**src/rtl/synth_reg_arbiter_if.sv**
```systemverilog
`default_nettype none
// ============================================================================
// Module   : synth_reg_arbiter_if
// Brief    : Write/commit/readback bundle between requesters and the arbiter.
// Revision : 1.0
// ============================================================================
interface synth_reg_arbiter_if #(
  parameter int ADDR_W = 6
);
  logic              a_valid;
  logic [ADDR_W-1:0] a_addr;
  logic [7:0]        a_data;
  logic              a_ready;
  logic              b_valid;
  logic [ADDR_W-1:0] b_addr;
  logic [7:0]        b_data;
  logic              b_ready;
  logic              commit_req;
  logic              commit_busy;
  logic              commit_done;
  logic              addr_err;
  logic [ADDR_W-1:0] rd_addr;
  logic [7:0]        rd_data;

  modport master (
    output a_valid, a_addr, a_data, b_valid, b_addr, b_data, commit_req, rd_addr,
    input  a_ready, b_ready, commit_busy, commit_done, addr_err, rd_data
  );

  modport slave (
    input  a_valid, a_addr, a_data, b_valid, b_addr, b_data, commit_req, rd_addr,
    output a_ready, b_ready, commit_busy, commit_done, addr_err, rd_data
  );
endinterface
`default_nettype wire

```
**src/rtl/synth_reg_arbiter.sv**
```systemverilog
`default_nettype none
// ============================================================================
// Module   : synth_reg_arbiter
// Brief    : Two-port shadow register file with sample-aligned atomic commit.
// Revision : 1.0
// ============================================================================
module synth_reg_arbiter #(
  parameter int NUM_REGS = 35,
  parameter int ADDR_W   = 6
) (
  input  logic                clk_50mhz,
  input  logic                reset_n,
  input  logic                sample_tick,
  synth_reg_arbiter_if.slave  bus,
  output logic [7:0]          regs [0:NUM_REGS-1]
);

  typedef enum logic [0:0] {
    ST_IDLE      = 1'b0,
    ST_WAIT_TICK = 1'b1
  } state_t;

  localparam logic [ADDR_W:0] c_num_regs = (ADDR_W+1)'(NUM_REGS);

  state_t            r_state;
  logic              r_last_grant_b;
  logic [7:0]        r_shadow [0:NUM_REGS-1];
  logic [7:0]        r_live   [0:NUM_REGS-1];
  logic              r_commit_done;
  logic              r_addr_err;
  logic [7:0]        r_rd_data;

  logic              w_idle;
  logic              w_contend;
  logic              w_grant_a;
  logic              w_grant_b;
  logic              w_wr_en;
  logic              w_wr_in_range;
  logic              w_rd_in_range;
  logic [ADDR_W-1:0] w_wr_addr;
  logic [7:0]        w_wr_data;

  // Round-robin only matters under contention; a lone requester always wins.
  assign w_idle        = (r_state == ST_IDLE);
  assign w_contend     = bus.a_valid & bus.b_valid;
  assign w_grant_a     = w_idle & bus.a_valid & (~bus.b_valid | r_last_grant_b);
  assign w_grant_b     = w_idle & bus.b_valid & (~bus.a_valid | ~r_last_grant_b);
  assign w_wr_en       = w_grant_a | w_grant_b;
  assign w_wr_addr     = w_grant_a ? bus.a_addr : bus.b_addr;
  assign w_wr_data     = w_grant_a ? bus.a_data : bus.b_data;
  assign w_wr_in_range = ({1'b0, w_wr_addr} < c_num_regs);
  assign w_rd_in_range = ({1'b0, bus.rd_addr} < c_num_regs);

  assign bus.a_ready     = w_grant_a;
  assign bus.b_ready     = w_grant_b;
  assign bus.commit_busy = ~w_idle;
  assign bus.commit_done = r_commit_done;
  assign bus.addr_err    = r_addr_err;
  assign bus.rd_data     = r_rd_data;
  assign regs            = r_live;

  always_ff @(posedge clk_50mhz or negedge reset_n) begin
    if (!reset_n) begin
      r_state        <= ST_IDLE;
      r_last_grant_b <= 1'b1;
      r_commit_done  <= 1'b0;
      r_addr_err     <= 1'b0;
      r_rd_data      <= '0;
      for (int i = 0; i < NUM_REGS; i++) begin
        r_shadow[i] <= '0;
        r_live[i]   <= '0;
      end
    end else begin
      r_commit_done <= 1'b0;
      r_addr_err    <= w_wr_en & ~w_wr_in_range;
      r_rd_data     <= w_rd_in_range ? r_shadow[bus.rd_addr] : 8'h00;

      if (w_wr_en && w_wr_in_range) begin
        r_shadow[w_wr_addr] <= w_wr_data;
      end
      if (w_idle && w_contend) begin
        r_last_grant_b <= w_grant_b;
      end

      // Writes are stalled while waiting, so the shadow is frozen at the copy edge.
      case (r_state)
        ST_IDLE: begin
          if (bus.commit_req) begin
            r_state <= ST_WAIT_TICK;
          end
        end
        ST_WAIT_TICK: begin
          if (sample_tick) begin
            r_live        <= r_shadow;
            r_commit_done <= 1'b1;
            r_state       <= ST_IDLE;
          end
        end
        default: r_state <= ST_IDLE;
      endcase
    end
  end

endmodule
`default_nettype wire

```
**src/flat_wrapper.sv**
```systemverilog
// flat-port wrapper written by rule: the top's interface ports become plain ports
module synth_reg_arbiter_flat 
#(
  parameter int NUM_REGS = 35,
  parameter int ADDR_W   = 6
)
  (clk_50mhz, reset_n, sample_tick, regs, bus_a_valid, bus_a_addr, bus_a_data, bus_b_valid, bus_b_addr, bus_b_data, bus_commit_req, bus_rd_addr, bus_a_ready, bus_b_ready, bus_commit_busy, bus_commit_done, bus_addr_err, bus_rd_data);
  synth_reg_arbiter_if #(.ADDR_W(ADDR_W)) bus_i ();
  input  logic clk_50mhz;
  input  logic reset_n;
  input  logic sample_tick;
  output logic [7:0] regs[0:NUM_REGS-1];
  input wire logic [$bits(bus_i.a_valid)-1:0] bus_a_valid;
  input wire logic [$bits(bus_i.a_addr)-1:0] bus_a_addr;
  input wire logic [$bits(bus_i.a_data)-1:0] bus_a_data;
  input wire logic [$bits(bus_i.b_valid)-1:0] bus_b_valid;
  input wire logic [$bits(bus_i.b_addr)-1:0] bus_b_addr;
  input wire logic [$bits(bus_i.b_data)-1:0] bus_b_data;
  input wire logic [$bits(bus_i.commit_req)-1:0] bus_commit_req;
  input wire logic [$bits(bus_i.rd_addr)-1:0] bus_rd_addr;
  output wire logic [$bits(bus_i.a_ready)-1:0] bus_a_ready;
  output wire logic [$bits(bus_i.b_ready)-1:0] bus_b_ready;
  output wire logic [$bits(bus_i.commit_busy)-1:0] bus_commit_busy;
  output wire logic [$bits(bus_i.commit_done)-1:0] bus_commit_done;
  output wire logic [$bits(bus_i.addr_err)-1:0] bus_addr_err;
  output wire logic [$bits(bus_i.rd_data)-1:0] bus_rd_data;
  assign bus_i.a_valid = bus_a_valid;
  assign bus_i.a_addr = bus_a_addr;
  assign bus_i.a_data = bus_a_data;
  assign bus_i.b_valid = bus_b_valid;
  assign bus_i.b_addr = bus_b_addr;
  assign bus_i.b_data = bus_b_data;
  assign bus_i.commit_req = bus_commit_req;
  assign bus_i.rd_addr = bus_rd_addr;
  assign bus_a_ready = bus_i.a_ready;
  assign bus_b_ready = bus_i.b_ready;
  assign bus_commit_busy = bus_i.commit_busy;
  assign bus_commit_done = bus_i.commit_done;
  assign bus_addr_err = bus_i.addr_err;
  assign bus_rd_data = bus_i.rd_data;
  synth_reg_arbiter #(.NUM_REGS(NUM_REGS), .ADDR_W(ADDR_W)) u_core (.clk_50mhz(clk_50mhz), .reset_n(reset_n), .sample_tick(sample_tick), .bus(bus_i), .regs(regs));
endmodule
```
**config.mk**
```make
export PLATFORM = sky130hd
export DESIGN_NAME = synth_reg_arbiter_flat
export DESIGN_NICKNAME = d
export VERILOG_FILES = /design/src/rtl/synth_reg_arbiter_if.sv /design/src/rtl/synth_reg_arbiter.sv /design/src/flat_wrapper.sv
export SDC_FILE = /design/constraint.sdc
export NUM_CORES = 1
export LEC_CHECK = 0
export BUFFER_PORTS_ARGS = -buffer_cell sky130_fd_sc_hd__buf_2
export CORE_AREA = 2 2 208 210
export DETAILED_ROUTE_END_ITERATION = 10
export DIE_AREA = 0 0 210 212
export PLACE_DENSITY = 0.79
export SLEW_MARGIN = 20
export SYNTH_ARGS = -nofsm -noshare
export SYNTH_HDL_FRONTEND = slang
export SYNTH_SLANG_ARGS = --single-unit
```
**constraint.sdc**
```tcl
create_clock -name clk_50mhz -period 2.8 [get_ports clk_50mhz]
set_input_delay 0 -clock clk_50mhz [delete_from_list [all_inputs] [get_ports clk_50mhz]]
set_output_delay 0 -clock clk_50mhz [all_outputs]
set_load 0.01 [all_outputs]
```
After elaboration in Yosys (flattened, before gate mapping)
Cells that the tools add are included.

word-level totals
  bits in registers = 572
  latch bits = 0
  memory bits (writable) = 0
  ROM bits = 0
  bits of input ports = 40
  output and inout port bits = 293
  logic and storage cells = 114
  memories kept = 0

cells by class
  $add $sub $neg = 0
  multiply operators = 0
  divide/modulo/power cells = 0
  order comparisons = 5
  eq/ne operators = 0
  shift operators = 0
  mux-type cells = 14
  bitwise gates (word level) = 16
  reductions and logical operators = 4

operators with widths
  operator                                                    count
  bitwise mux 280 bit                                         1
  binary-select mux 8 bit (select 6 bit)                      1
  demux 8 bit (select 6 bit)                                  1
  two-way mux 8 bit                                           5
  >= comparator 7 bit, second input constant                  2
  NOT 6 -> 7 bit                                              2
  less-than comparator 6 bit, second input constant           2
  less-than comparator 7 x 1 -> 1 bit, second input constant  1
  bitwise AND 1 bit                                           6
  two-way mux 6 bit                                           1
  NOT 1 bit                                                   5
  two-way mux 1 bit                                           4
  logical AND 1 bit                                           3
  OR 1 bit                                                    3
  case mux 1 bit (2 select lines)                             1
  AND reduction 2 bit                                         1

Depth between registers and ports, before layout
  word-level depth = 10
  gate-level depth with buffers = 9
  depth with buffers taken out = 5

Least setup slack after synthesis
Ideal clock, no wire load.

  path kind = reg2reg
  start = register u_core.r_last_grant_b
  end = register u_core.r_shadow[112] (netlist name)
  library setup time = 125 ps
  arrival = 2265 ps
  data required time = 2675 ps
  path slack = 411 ps
  cell stages (with the launch flop) = 8
  buffers on the path = 2
  period minus slack after synthesis = 2389 ps
  cells stage by stage = dfstp_2 > nand2b_1 > buf_2 > nand3_2 > mux2i_1 > or3_1 > buf_2 > mux2_2

between the ends
  word-level cells in the longest chain between the ends = 9
  elaborated cells between the ends (all ways) = 17
  classes of those cells = order compare: 3; mux: 5; bitwise: 7; reduce/logical: 2

RTL lines
  element                                                                                                  line                     source
  start: declaration                                                                                       synth_reg_arbiter.sv:26  logic r_last_grant_b;
  start signal: assignment                                                                                 synth_reg_arbiter.sv:82  r_last_grant_b <= w_grant_b;
  OR 1 bit                                                                                                 synth_reg_arbiter.sv:46  assign w_grant_a = w_idle & bus.a_valid & (~bus.b_valid | r_last_grant_b);
  bitwise AND 1 bit                                                                                        synth_reg_arbiter.sv:46
  two-way mux 6 bit                                                                                        synth_reg_arbiter.sv:49  assign w_wr_addr = w_grant_a ? bus.a_addr : bus.b_addr;
  NOT 6 -> 7 bit (implied by the code)                                                                     synth_reg_arbiter.sv:79  r_shadow[w_wr_addr] <= w_wr_data;
  >= comparator 7 bit (implied by the code) / less-than comparator 7 x 1 -> 1 bit (equally long branches)  synth_reg_arbiter.sv:79
  logical AND 1 bit (implied by the code)                                                                  synth_reg_arbiter.sv:79
  two-way mux 8 bit (implied by the code)                                                                  synth_reg_arbiter.sv:79
  demux 8 bit (select 6 bit)                                                                               synth_reg_arbiter.sv:79
  bitwise mux 280 bit                                                                                      synth_reg_arbiter.sv:79
  end signal: indexed assignment                                                                           synth_reg_arbiter.sv:79
  end: declaration                                                                                         synth_reg_arbiter.sv:27  logic [7:0] r_shadow [0:NUM_REGS-1];

Several ways; a longest one is shown, not always the timed one.
A chain may end at the register's enable or synchronous reset.

Worst setup path in the final report
  start = register u_core.r_last_grant_b
  end = register u_core.r_shadow[218] (netlist name)

The elaborated chain is that of the path after synthesis.

==> out/results.ini <==
[setup_path]
critPathMaxStageDelay_ns=0.97
arrival_ns=3.29
path_max_fanout=9
worst_setup_path_end_kind=flip-flop
path_class=reg2reg
critPathBufInv=0
cpLargestDelayFamily=compound AO/OA/AOI/OAI gates
crit_path_top_delay_cell=a31oi_2
startpoint_type=flip-flop
path_cells=nand2b_1 > nand3_2 > a31oi_2 > nand3b_2 > mux2_2
cp_data_required_time_ns=3.29

[yosys]
yosysSeqAreaShare=0.592
synth_edf_count=0
synth-seq-cells=572
syn_nets=1581
syn_area_um2=24200
synth.avg_cell_area_um2=15.7
synth_warnings=0
synth_cell_types=50
ys.flop_type=dfrtp_1
syn_inst=1541
async_flop_share=1.00

[cts]
cts_tree=built
cts_root_buf=clkbuf_16
clk_pin_slew_ns=0.06
clockBufferDepth=3
clkSinkCount=572
clock_latency_ns=0.61
htree_levels=2
numCtsBuffers=55

[cells_and_area]
drive_gt1_frac=0.591
most-common-layout-cells=mux2_2, dfrtp_1, buf_2
fin_area_um2=28900
num-nets-final=1953
post-route-util=0.679
areaGrowthSynthToFinish_pct=19.5
final_common_cell=mux2_2

[routing]
wl_per_cell_um=25.3
drtIter0Drc=1161
firstDrtPassIters=7
viasPerCell=5.94
vias=14890
ant_nets=0
drc=0
drt_wl_total_um=63400

[timing]
slew_headroom=0.194
hold_viol=1
setup_ws_ns=0.00538
slew_violations=0
rsz0062_at_grt=true
post-route-period-util=0.998
max_freq_mhz=358
setup_violations=0
whs_ns=-0.000287
fin_setup_tns_ns=0
finalCriticalPeriod_ns=2.79
worst_pin_slew_ns=1.21
worst_clock_skew_ns=0.0183

[power_and_ir_drop]
power.total_uw=26700
cellLeakagePower_uw=0.0149
ir_drop_uv=636
pwr_density_cell_nw_per_um2=925

[flow_run]
drv_cap=0

[grt]
track_usage=0.290
grt_first_pass_wirelength_um=96500
grt_remaining_overflow=0
grt_max_degree=91
first_global_vias=15293
antenna_found_initial=11

[floorplan]
start_util=0.569
dieWidth_um=210
core_um2=42500
die_h_um=212
rows=76
die_area_um2=44500
ios=333

[place]
dp_hpwl_um=44300
portBuffers=332
gp_routability_congestion=1.00
placed_area_um2=26900
place_ws_ns=0.0780

[status]
violations=hold timing
outcome=finished, violations left

[hold_path]
hold_path.class=in2async

worst register-to-register path: cells and delay by family (launching register included):
family             cells  cell delay (ns)
AOI/OAI and AO/OA      1             0.97
DFF                    1             0.55
muxes                  1             0.37
and+or+nand+nor        3             0.79
logic make-up after synthesis:
kind of cell / Yosys count / synth area share
muxes: 668 / 0.336
and+or+nand+nor: 145 / 0.0381
buffers and inverters: 104 / 0.0177
DFF: 572 / 0.592
AOI/OAI and AO/OA: 51 / 0.0161
xor gates and xnor gates: 1 / 0.000362
metal layers:
metal  track usage  part of all wire  vias to the layer above
li1              -                 -                     6386
met1         0.413              0.43                     7829
met2         0.446              0.47                      538
met3        0.0688             0.070                      119
met4        0.0912             0.025                       18
met5             0            0.0018                        -
stage by stage:
step | std cells | hold slack (ns)
floorplan | 1541 | -0.296
global placement | 2392 | 0.0659
detailed placement | 2392 | 0.0725
CTS | 2501 | 0.00305
global route | 2503 | 0.0479
finish | 2505 | -0.000287
repair_timing:
action,4_1_cts,5_1_grt
hold buffers,9,0
setup buffers,0,1
gates resized for setup,0,1
endpoints found under the hold margin,206,0
setup endpoints to repair,0,32
worst paths after layout:
| path | start | endpoint | slack [ns] | cells past startpoint |
|---|---|---|---|---|
| hold / removal | reset_n | u_core.regs[274] | -0.0003 | 2 |
| setup reg to reg | u_core.r_last_grant_b | u_core.r_shadow[218] | 0.005 | 5 |
| min in group clk_50mhz | bus_a_addr[5] | u_core.bus.addr_err | 0.03 | 4 |
| max in group asynchronous | reset_n | u_core.r_shadow[49] | 1.72 | 3 |
| hold reg to reg | u_core.regs[115] | u_core.regs[115] | 0.50 | 1 |
| setup / recovery | u_core.r_last_grant_b | u_core.r_shadow[218] | 0.005 | 5 |
Yosys cell counts, drive strengths merged, types with 2 or more instances:
cell type	number	area (µm²)
o21ai	13	65.1
nor2	14	52.6
mux4	56	1260
or3	3	18.8
and2	8	50.1
o211ai	8	75.1
nand2	38	143
dfrtp	571	14300
clkbuf	68	255
mux2	577	6500
a22oi	4	30.0
nand2b	11	68.8
a21oi	10	50.1
mux2i	35	354
nor3	9	128
nor2b	5	31.3
a31oi	2	18.8
nor3b	7	113
inv	6	22.5
nand4	9	56.3
nand3b	7	56.3
o221ai	4	35.0
and3	12	75.1
buf	30	149
nand3	16	85.1
nor4	4	25.0
registers in the layout (all words and copies together) (netlist names):
register / count
u_core.bus.rd_data: 8
u_core.bus.commit_done: 1
u_core.bus.commit_busy: 1
u_core.bus.addr_err: 1
u_core.r_shadow: 280
u_core.r_last_grant_b: 1
u_core.regs: 280
report_power, final:
group / switching, µW / total [µW] / internal [µW]
combinational: 3100 / 6620 / 3520
sequential: 1860 / 12600 / 10700
clock: 3100 / 7500 / 4400
total: 8060 / 26700 / 18700
final cells by class:
type	instances	area, µm²
sequential	572	14300
fill	2867	13600
multi-input combinational	865	9440
timing repair buffer	413	2560
clock buffer	88	1730
tap	546	683
clock inverter	12	116
inverter	6	22.5
antenna	3	7.51
(Power assumes the default switching activity.)
